[src/rtl/fp_add_issue_ctrl.sv]
// Operand issue / result collection stage around an external pipelined FP32 adder.
// Latency: out_valid rises after edge k+2+ADD_LAT for a handshake on edge k; one op/cycle.
// Backpressure: credit (OUT_DEPTH - out_count - inflight) gates issue, so no result is ever dropped.
// Optional build macro FPADD_ISSUE_STATS_EN adds issue_cnt/stall_cnt saturating counters.

// Generic FIFO: registered storage, count register of width clog2(DEPTH)+1.
// Latency: data visible at pop_dat_o the cycle after the push edge.
// Backpressure: caller watches count_o; push when full and pop when empty are ignored.
module fp_add_issue_fifo #(
    parameter int W     = 8,
    parameter int DEPTH = 4
) (
    input  logic                       clk,
    input  logic                       rst_n,
    input  logic                       push_i,
    input  logic [W-1:0]               push_dat_i,
    input  logic                       pop_i,
    output logic [W-1:0]               pop_dat_o,
    output logic [$clog2(DEPTH):0]     count_o
);
    localparam int AW = $clog2(DEPTH);
    localparam int CW = AW + 1;

    logic [W-1:0]  mem_q [DEPTH];
    logic [AW-1:0] wr_ptr_q;
    logic [AW-1:0] rd_ptr_q;
    logic [CW-1:0] count_q;
    logic          full;
    logic          empty;
    logic          do_push;
    logic          do_pop;

    assign full      = (count_q == CW'(DEPTH));
    assign empty     = (count_q == '0);
    assign do_push   = push_i && !full;
    assign do_pop    = pop_i && !empty;
    assign pop_dat_o = mem_q[rd_ptr_q];
    assign count_o   = count_q;

    // Storage, wrapping pointers and occupancy count; push+pop together keeps the count.
    always_ff @(posedge clk or negedge rst_n) begin
        if (!rst_n) begin
            for (int i = 0; i < DEPTH; i++) begin
                mem_q[i] <= '0;
            end
            wr_ptr_q <= '0;
            rd_ptr_q <= '0;
            count_q  <= '0;
        end else begin
            if (do_push) begin
                mem_q[wr_ptr_q] <= push_dat_i;
                wr_ptr_q        <= wr_ptr_q + 1'b1;
            end
            if (do_pop) begin
                rd_ptr_q <= rd_ptr_q + 1'b1;
            end
            case ({do_push, do_pop})
                2'b10:   count_q <= count_q + 1'b1;
                2'b01:   count_q <= count_q - 1'b1;
                default: count_q <= count_q;
            endcase
        end
    end
endmodule

module fp_add_issue_ctrl #(
    parameter int DEPTH     = 4,
    parameter int OUT_DEPTH = 4,
    parameter int ADD_LAT   = 1,
    parameter int TAG_W     = 4
) (
    input  logic             clk,
    input  logic             rst_n,
    input  logic             in_valid,
    output logic             in_ready,
    input  logic [31:0]      in_a,
    input  logic [31:0]      in_b,
    input  logic [TAG_W-1:0] in_tag,
    output logic [31:0]      add_a,
    output logic [31:0]      add_b,
    input  logic [31:0]      add_s,
    output logic             out_valid,
    input  logic             out_ready,
    output logic [31:0]      out_sum,
    output logic [TAG_W-1:0] out_tag,
    output logic             busy
`ifdef FPADD_ISSUE_STATS_EN
    ,
    output logic [15:0]      issue_cnt,
    output logic [15:0]      stall_cnt
`endif
);
    localparam int IW  = 64 + TAG_W;
    localparam int OW  = 32 + TAG_W;
    localparam int ICW = $clog2(DEPTH) + 1;
    localparam int OCW = $clog2(OUT_DEPTH) + 1;
    localparam int UW  = $clog2(OUT_DEPTH + ADD_LAT + 2) + 1;

    // Input FIFO
    logic [IW-1:0]    in_head;
    logic [ICW-1:0]   in_count;
    logic             in_push;
    logic             in_empty;
    logic [31:0]      hd_a;
    logic [31:0]      hd_b;
    logic [TAG_W-1:0] hd_tag;

    // Output FIFO
    logic [OW-1:0]    out_head;
    logic [OCW-1:0]   out_count;
    logic             out_push;
    logic             out_pop;

    // Issue / delay line
    logic             issue;
    logic             credit_ok;
    logic [UW-1:0]    inflight;
    logic [UW-1:0]    used;
    logic [ADD_LAT:0] vld_q;
    logic [ADD_LAT:0] vld_d;
    logic [TAG_W-1:0] tag_q [ADD_LAT+1];
    logic [TAG_W-1:0] tag_d [ADD_LAT+1];
    logic [31:0]      add_a_q;
    logic [31:0]      add_a_d;
    logic [31:0]      add_b_q;
    logic [31:0]      add_b_d;

    // in_ready depends only on registered occupancy, never on in_valid or out_ready.
    assign in_ready = (in_count != ICW'(DEPTH));
    assign in_empty = (in_count == '0);
    assign in_push  = in_valid && in_ready;
    assign hd_a     = in_head[IW-1 -: 32];
    assign hd_b     = in_head[TAG_W +: 32];
    assign hd_tag   = in_head[TAG_W-1:0];

    fp_add_issue_fifo #(
        .W     (IW),
        .DEPTH (DEPTH)
    ) u_in_fifo (
        .clk        (clk),
        .rst_n      (rst_n),
        .push_i     (in_push),
        .push_dat_i ({in_a, in_b, in_tag}),
        .pop_i      (issue),
        .pop_dat_o  (in_head),
        .count_o    (in_count)
    );

    // Credit: a result landing in the output FIFO this edge is still counted in inflight,
    // and becomes out_count next cycle, so every op is counted exactly once.
    always_comb begin
        inflight = '0;
        for (int k = 0; k <= ADD_LAT; k++) begin
            inflight = inflight + UW'(vld_q[k]);
        end
        used      = UW'(out_count) + inflight;
        credit_ok = (used < UW'(OUT_DEPTH));
        issue     = !in_empty && credit_ok;
    end

    // Next state for the adder operand registers and the valid/tag delay line.
    always_comb begin
        add_a_d  = add_a_q;
        add_b_d  = add_b_q;
        vld_d    = '0;
        tag_d[0] = tag_q[0];
        if (issue) begin
            add_a_d  = hd_a;
            add_b_d  = hd_b;
            tag_d[0] = hd_tag;
        end
        vld_d[0] = issue;
        for (int k = 1; k <= ADD_LAT; k++) begin
            vld_d[k] = vld_q[k-1];
            tag_d[k] = tag_q[k-1];
        end
    end

    // Operand and delay-line registers; reset drops every in-flight operation.
    always_ff @(posedge clk or negedge rst_n) begin
        if (!rst_n) begin
            add_a_q <= '0;
            add_b_q <= '0;
            vld_q   <= '0;
            for (int k = 0; k <= ADD_LAT; k++) begin
                tag_q[k] <= '0;
            end
        end else begin
            add_a_q <= add_a_d;
            add_b_q <= add_b_d;
            vld_q   <= vld_d;
            for (int k = 0; k <= ADD_LAT; k++) begin
                tag_q[k] <= tag_d[k];
            end
        end
    end

    assign add_a = add_a_q;
    assign add_b = add_b_q;

    // The last delay-line stage lines up with add_s; credit guarantees room.
    assign out_push  = vld_q[ADD_LAT];
    assign out_valid = (out_count != '0);
    assign out_pop   = out_valid && out_ready;
    assign out_sum   = out_head[OW-1 -: 32];
    assign out_tag   = out_head[TAG_W-1:0];

    fp_add_issue_fifo #(
        .W     (OW),
        .DEPTH (OUT_DEPTH)
    ) u_out_fifo (
        .clk        (clk),
        .rst_n      (rst_n),
        .push_i     (out_push),
        .push_dat_i ({add_s, tag_q[ADD_LAT]}),
        .pop_i      (out_pop),
        .pop_dat_o  (out_head),
        .count_o    (out_count)
    );

    assign busy = !in_empty || (|vld_q) || out_valid;

`ifdef FPADD_ISSUE_STATS_EN
    logic [15:0] issue_cnt_q;
    logic [15:0] issue_cnt_d;
    logic [15:0] stall_cnt_q;
    logic [15:0] stall_cnt_d;

    // Saturating counters: ops issued, and cycles with work waiting but no credit.
    always_comb begin
        issue_cnt_d = issue_cnt_q;
        stall_cnt_d = stall_cnt_q;
        if (issue && (issue_cnt_q != 16'hFFFF)) begin
            issue_cnt_d = issue_cnt_q + 16'd1;
        end
        if (!in_empty && !credit_ok && (stall_cnt_q != 16'hFFFF)) begin
            stall_cnt_d = stall_cnt_q + 16'd1;
        end
    end

    // Statistics registers.
    always_ff @(posedge clk or negedge rst_n) begin
        if (!rst_n) begin
            issue_cnt_q <= '0;
            stall_cnt_q <= '0;
        end else begin
            issue_cnt_q <= issue_cnt_d;
            stall_cnt_q <= stall_cnt_d;
        end
    end

    assign issue_cnt = issue_cnt_q;
    assign stall_cnt = stall_cnt_q;
`endif
endmodule
[config.mk]
export PLATFORM = sky130hd
export DESIGN_NAME = fp_add_issue_ctrl
export DESIGN_NICKNAME = d
export VERILOG_FILES = /design/src/rtl/fp_add_issue_ctrl.sv
export SDC_FILE = /design/constraint.sdc
export NUM_CORES = 1
export LEC_CHECK = 0
export CAP_MARGIN = 20
export CELL_PAD_IN_SITES_DETAIL_PLACEMENT = 0
export CELL_PAD_IN_SITES_GLOBAL_PLACEMENT = 1
export CORE_MARGIN = 1.5
export CORE_UTILIZATION = 40
export CTS_BUF_LIST = sky130_fd_sc_hd__clkbuf_2 sky130_fd_sc_hd__clkbuf_4 sky130_fd_sc_hd__clkbuf_8
export DETAILED_ROUTE_END_ITERATION = 6
export HOLD_SLACK_MARGIN = 0.05
export PLACE_DENSITY = 0.68
export SLEW_MARGIN = 40
export SYNTH_ARGS = -nofsm -noshare
export SYNTH_HDL_FRONTEND = slang
export SYNTH_SLANG_ARGS = --single-unit
[constraint.sdc]
create_clock -name clk -period 5.1 [get_ports clk]
set_clock_uncertainty 0.05 [all_clocks]
set_input_delay 1.02 -clock clk [delete_from_list [all_inputs] [get_ports clk]]
set_output_delay 1.02 -clock clk [all_outputs]
set_load 0.01 [all_outputs]
==> flow_summary.toml, run 1 <==
[worst_setup_path]
critPathCaptureType = "output pin"
crit_path_max_fanout = 26
arrival_ns = 3.00
cp-start-kind = "flip-flop"
path_class = "reg2out"
required_ns = 4.03

[yosys]
ys.warnings.count = 0
synth_cell_type_count = 29
avgSynthCellArea_sq_um = 17.6
syn_nets = 1346
synth_cells = 1229
yosysSeqAreaShare = 0.582
synth-seq-cells = 504
syn_area_sq_mm = 0.0217

[clock_network]
insertion_delay_ns = 0.67
cts_repair_resize_count = 0
cts_tree = "built"
cts_setup_buffers = 0
clockRootBuffer = "clkbuf_8"
cts_sinks = 504
htreeDepth = 3
clk_pin_slew_ns = 0.07
cts_max_path_buffers = 3
numCtsBuffers = 90
hold_buffers = 0

[route]
firstDrtPassIters = 4
wl_met1_microns = 20300
drt_iter0_drc = 382
drc = 0
route.vias.total = 11600
wl_microns = 46600
wl_per_cell_microns = 20.8
viasPerCell = 5.18
wl_met3_microns = 2170
met2_length_microns = 23000
antenna_left = 0
highest_layer = "met5"

[cells_and_area]
layout_commonest_cell = "dfrtp_1"
nFillCells = 4538
antennaDiodeCount = 0
regArea_sq_mm = 0.0126
final_cell_mix = "dfrtp_1, mux2_2, clkdlybuf4s50_1, clkbuf_8, mux4_2"
multiInputGateArea_sq_mm = 0.00839
nets = 1593
instances_no_fill = 2242
syn_to_final_growth_pct = 21.3
stdcell_area_sq_mm = 0.0263
layout-drive-gt1-share = 0.492

[min_path]
worstHoldPathType = "in2async"

[timing]
slew_violations = 0
hold_viol = 0
rsz0062_at_grt = "false"
slew_headroom = 0.533
timing.hold.ws_ns = 0.184
max_freq_mhz = 246
tightest_slew_ns = 0.701
setup_viol = 0
fin_crit_ns = 4.07
finalCritPeriodShare = 0.798
tns_ns = 0

[global_route]
overflow = 0
grt_start_max_net_pins = 102
grt_first_pass_wirelength_microns = 74900
antenna_found_initial = 5
grt.total_usage = 0.174
grt_pass1_vias = 12900

[place]
hpwl_microns = 28400
placed_cells = 2079
gp_congestion = 0.700
placed_area_sq_mm = 0.0243
io_buffers = 206

[outcome]
status = "finished clean"

[die]
die-height_microns = 236
dieWidth_microns = 236
rows = 85
io_pins = 207
start_util = 0.403
core_area_sq_mm = 0.0537
die_area_sq_mm = 0.0556

[power]
p_leak_nw = 11.0
pwr_density_cell_mw_per_mm2 = 719
vdd_ir_drop_max_mv = 0.335

[job]
drv_cap = 0
==> power by group <==
group          internal, mW  total, mW  switching, mW
logic                  4.77       7.54           2.77
clock network          2.33       4.02           1.69
registers              6.12       7.32           1.20
total                  13.2       18.9           5.66
==> stage by stage <==
stage,power [mW],utilization,worst slack (ns)
CTS,19.2,0.489,0.898
finish,18.9,0.489,1.03
detailed placement,15.1,0.452,1.65
floorplan,12.5,-,2.43
global placement,14.8,0.450,1.67
global route,20.1,0.489,0.836
==> critical path: stages, from the launching register on <==
cell	delay [ns]
dfrtp_2	0.65
buf_4	0.56
mux4_2	0.58
clkdlybuf4s50_1	0.54
==> routing by layer <==
layer | GRT usage | vias to the layer above
met5 | 0 | -
met4 | 0.0526 | 8
met3 | 0.0460 | 92
met2 | 0.291 | 220
met1 | 0.220 | 6201
li1 | - | 5094
==> cell type report <==
| cell class | instances | area share |
|---|---|---|
| inverters | 11 | 0.00157 |
| repair buffers | 229 | 0.0898 |
| flip-flops and latches | 504 | 0.481 |
| clock inverters | 14 | 0.00410 |
| well taps | 696 | 0.0332 |
| clock buffers | 148 | 0.0714 |
| multi-input cells | 640 | 0.319 |
==> cell usage after synthesis, drive strengths merged <==
cell	instances	area, sq um
xnor2	6	52.6
ha	11	138
nand2	3	11.3
mux2i	1	10.0
or3	1	6.26
a211oi	1	20.0
dfrtp	504	12600
fa	2	40.0
a2111oi	1	8.76
o21ai	1	5.00
nor3	1	5.00
nand3	9	145
nor2	2	7.51
and2	1	6.26
or3b	2	17.5
mux2	486	5510
a21o	1	7.51
xor2	6	52.6
inv	11	41.3
mux4	104	2340
or4b	1	10.0
buf	65	584
clkbuf	9	33.8
==> registers in the layout, indices dropped and copies added (netlist names) <==
name / cells
u_in_fifo.mem_q: 272
u_out_fifo.mem_q: 144
add_a: 32
add_b: 32
tag_d: 4
tag_q: 4
u_in_fifo.count_o: 3
u_out_fifo.count_o: 3
u_in_fifo.rd_ptr_q: 2
u_in_fifo.wr_ptr_q: 2
u_out_fifo.rd_ptr_q: 2
u_out_fifo.wr_ptr_q: 2
vld_q: 2
==> final timing paths <==
path | end | slack (ns) | cells past startpoint | startpoint
worst min-delay path | u_out_fifo.mem_q[116] | 0.18 | 1 | rst_n
worst max-delay path | out_sum[13] | 1.03 | 3 | u_out_fifo.rd_ptr_q[0]
worst min register to register | tag_q[1] | 0.34 | 0 | tag_d[1]
worst max register to register | add_b[4] | 2.07 | 6 | u_out_fifo.count_o[0]
max in group asynchronous | add_a[14] | 3.60 | 3 | rst_n
min in group clk | tag_q[1] | 0.34 | 0 | tag_d[1]
==> kinds of logic (layout without fill, tap and decap cells) <==
| group | count (synthesis) | in the layout | synth area share |
|---|---|---|---|
| AOI/OAI and AO/OA | 4 | 4 | 0.00191 |
| DFF | 504 | 504 | 0.582 |
| muxes | 591 | 591 | 0.363 |
| and+or+nand+nor | 20 | 20 | 0.00965 |
| xor gates and xnor gates | 12 | 12 | 0.00485 |
| buffers and inverters | 85 | 402 | 0.0304 |
| adders and majority gates | 13 | 13 | 0.00820 |
No activity file was read; power rests on OpenSTA's default activity.
==> run 2, diff against run 1 <==
Settings changed: PLACE_DENSITY 0.68 to 0.71.
Clock period 5.1 ns to 3.25 ns, I/O delays scaled along.
==> flow_summary.toml, run 2 (synthesis gave the netlist of run 1 again) <==
[cells_and_area]
top_regs = "u_in_fifo.mem_q x272, u_out_fifo.mem_q x144"
syn_to_final_growth_pct = 22.3
largest_reg_flops = 272
layout-drive-gt1-share = 0.496
regMostFlops = "u_in_fifo.mem_q"
nets = 1610
nFillCells = 4487
final_cell_mix = "dfrtp_1, mux2_2, clkdlybuf4s50_1, clkbuf_8, mux4_2"
layout_commonest_cell = "dfrtp_1"

[power]
pwr_density_cell_mw_per_mm2 = 1130
clkPwrFrac = 0.209
seqPwrFrac = 0.384
comb_power_share = 0.407
p_leak_nw = 11.1
vdd_ir_drop_max_mv = 0.770
p_int_mw = 20.9
p_sw_mw = 8.89
p_total_mw = 29.8
swShare = 0.298

[job]
drv_cap = 0

[global_route]
grt_pass1_vias = 13300
grt.total_usage = 0.174
grt_start_max_net_pins = 83
antenna_found_initial = 5
grt_first_pass_wirelength_microns = 75500
overflow = 0

[route]
drc = 0
route.vias.total = 11600
antenna_left = 0
firstDrtPassIters = 4
viasPerCell = 5.15
drt_iter0_drc = 357
wl_per_cell_microns = 20.7
wl_microns = 46700

[place]
hpwl_microns = 28600
gp_congestion = 0.722
io_buffers = 206

[min_path]
worstHoldPathType = "reg2reg"

[timing]
slew_violations = 0
tns_ns = 0
fin_crit_ns = 3.10
setup_viol = 0
slew_headroom = 0.518
tightest_slew_ns = 0.723
rsz0062_at_grt = "false"
max_freq_mhz = 322
finalCritPeriodShare = 0.955
hold_viol = 0

[clock_network]
cts_tree = "built"
cts_sinks = 504
insertion_delay_ns = 0.64
clockRootBuffer = "clkbuf_8"
clk_pin_slew_ns = 0.06
htreeDepth = 3
numCtsBuffers = 89
cts_max_path_buffers = 3

[worst_setup_path]
cp_top_family = "buffers and inverters"
path_class = "reg2out"
cp-start-kind = "flip-flop"
crit_chain = "buf_4 -> mux4_2 -> clkdlybuf4s50_1"
reg2reg_slack_ns = 0.73
arrival_ns = 2.40
required_ns = 2.55
cp_slowest_stage_delay_ns = 0.53
path_buf_inv = 2
critPathCaptureType = "output pin"
crit_path_max_fanout = 7
slowest_stage = "clkdlybuf4s50_1"

[die]
io_pins = 207
die_area_sq_mm = 0.0556
rows = 85
start_util = 0.403
die-height_microns = 236
core_area_sq_mm = 0.0537
dieWidth_microns = 236

[outcome]
status = "finished clean"
[run 2: per-stage QoR]
stage               setup slack (ns)  hold slack (ns)  area [sq um]  cells  utilization
global placement               0.428            0.315         24500   2095        0.456
finish                         0.148            0.317         26500   2255        0.493
detailed placement             0.431            0.314         24500   2095        0.456
global route                 0.00778            0.329         26500   2255        0.493
CTS                           0.0367            0.323         26500   2254        0.493
floorplan                      0.577            0.297         21700   1229            -
[run 2: final timing paths]
path                                        startpoint                    to  depth (start not counted)
min in group asynchronous                        rst_n  u_out_fifo.mem_q[79]                          2
max in group asynchronous                        rst_n  u_in_fifo.mem_q[195]                          3
worst max register to register   u_out_fifo.count_o[0]  u_in_fifo.count_o[2]                          9
worst max-delay path            u_out_fifo.rd_ptr_q[0]            out_tag[3]                          3
worst min register to register                tag_d[3]              tag_q[3]                          0
worst min-delay path                          tag_d[3]              tag_q[3]                          0
[run 2: what timing repair did]
item,in CTS,in global routing
gates resized for setup,5,2
setup endpoints to repair,37,1
buffers inserted,2,0
endpoints found under the hold margin,64,0
hold buffers,1,0
[run 2: power by group through the flow]
stage               Clock, mW  Combinational, mW  Sequential, mW
global route             6.75               13.0            11.9
global placement            0               12.0            11.4
detailed placement          0               12.3            11.6
finish                   6.23               12.1            11.5
CTS                      6.46               12.4            11.5
floorplan                   0               8.75            10.9
[run 2: worst register-to-register path, cell delays in order, from the launching register on]
cell	delay (ns)
dfrtp_1	0.42
ha_1	0.31
a21o_1	0.22
a211oi_4	0.36
ha_1	0.25
inv_1	0.06
fa_1	0.38
xor2_1	0.15
nor2_1	0.11
xor2_1	0.15
[run 2: final cells by class]
type / instances / area [sq um] / area share
Tap cell: 696 / 871 / 0.0329
Sequential cell: 504 / 12600 / 0.477
Clock inverter: 16 / 149 / 0.00562
Inverter: 11 / 41.3 / 0.00156
Timing Repair Buffer: 247 / 2620 / 0.0990
Antenna cell: 1 / 2.50 / 0.0000945
Clock buffer: 140 / 1780 / 0.0671
Multi-Input combinational cell: 640 / 8400 / 0.317
[run 2: metal layers]
metal	vias to the layer above	part of all wire	track usage
li1	5111	-	-
met1	6190	0.44	0.224
met2	220	0.48	0.283
met3	80	0.055	0.0538
met4	8	0.018	0.0483
met5	-	0.0011	0
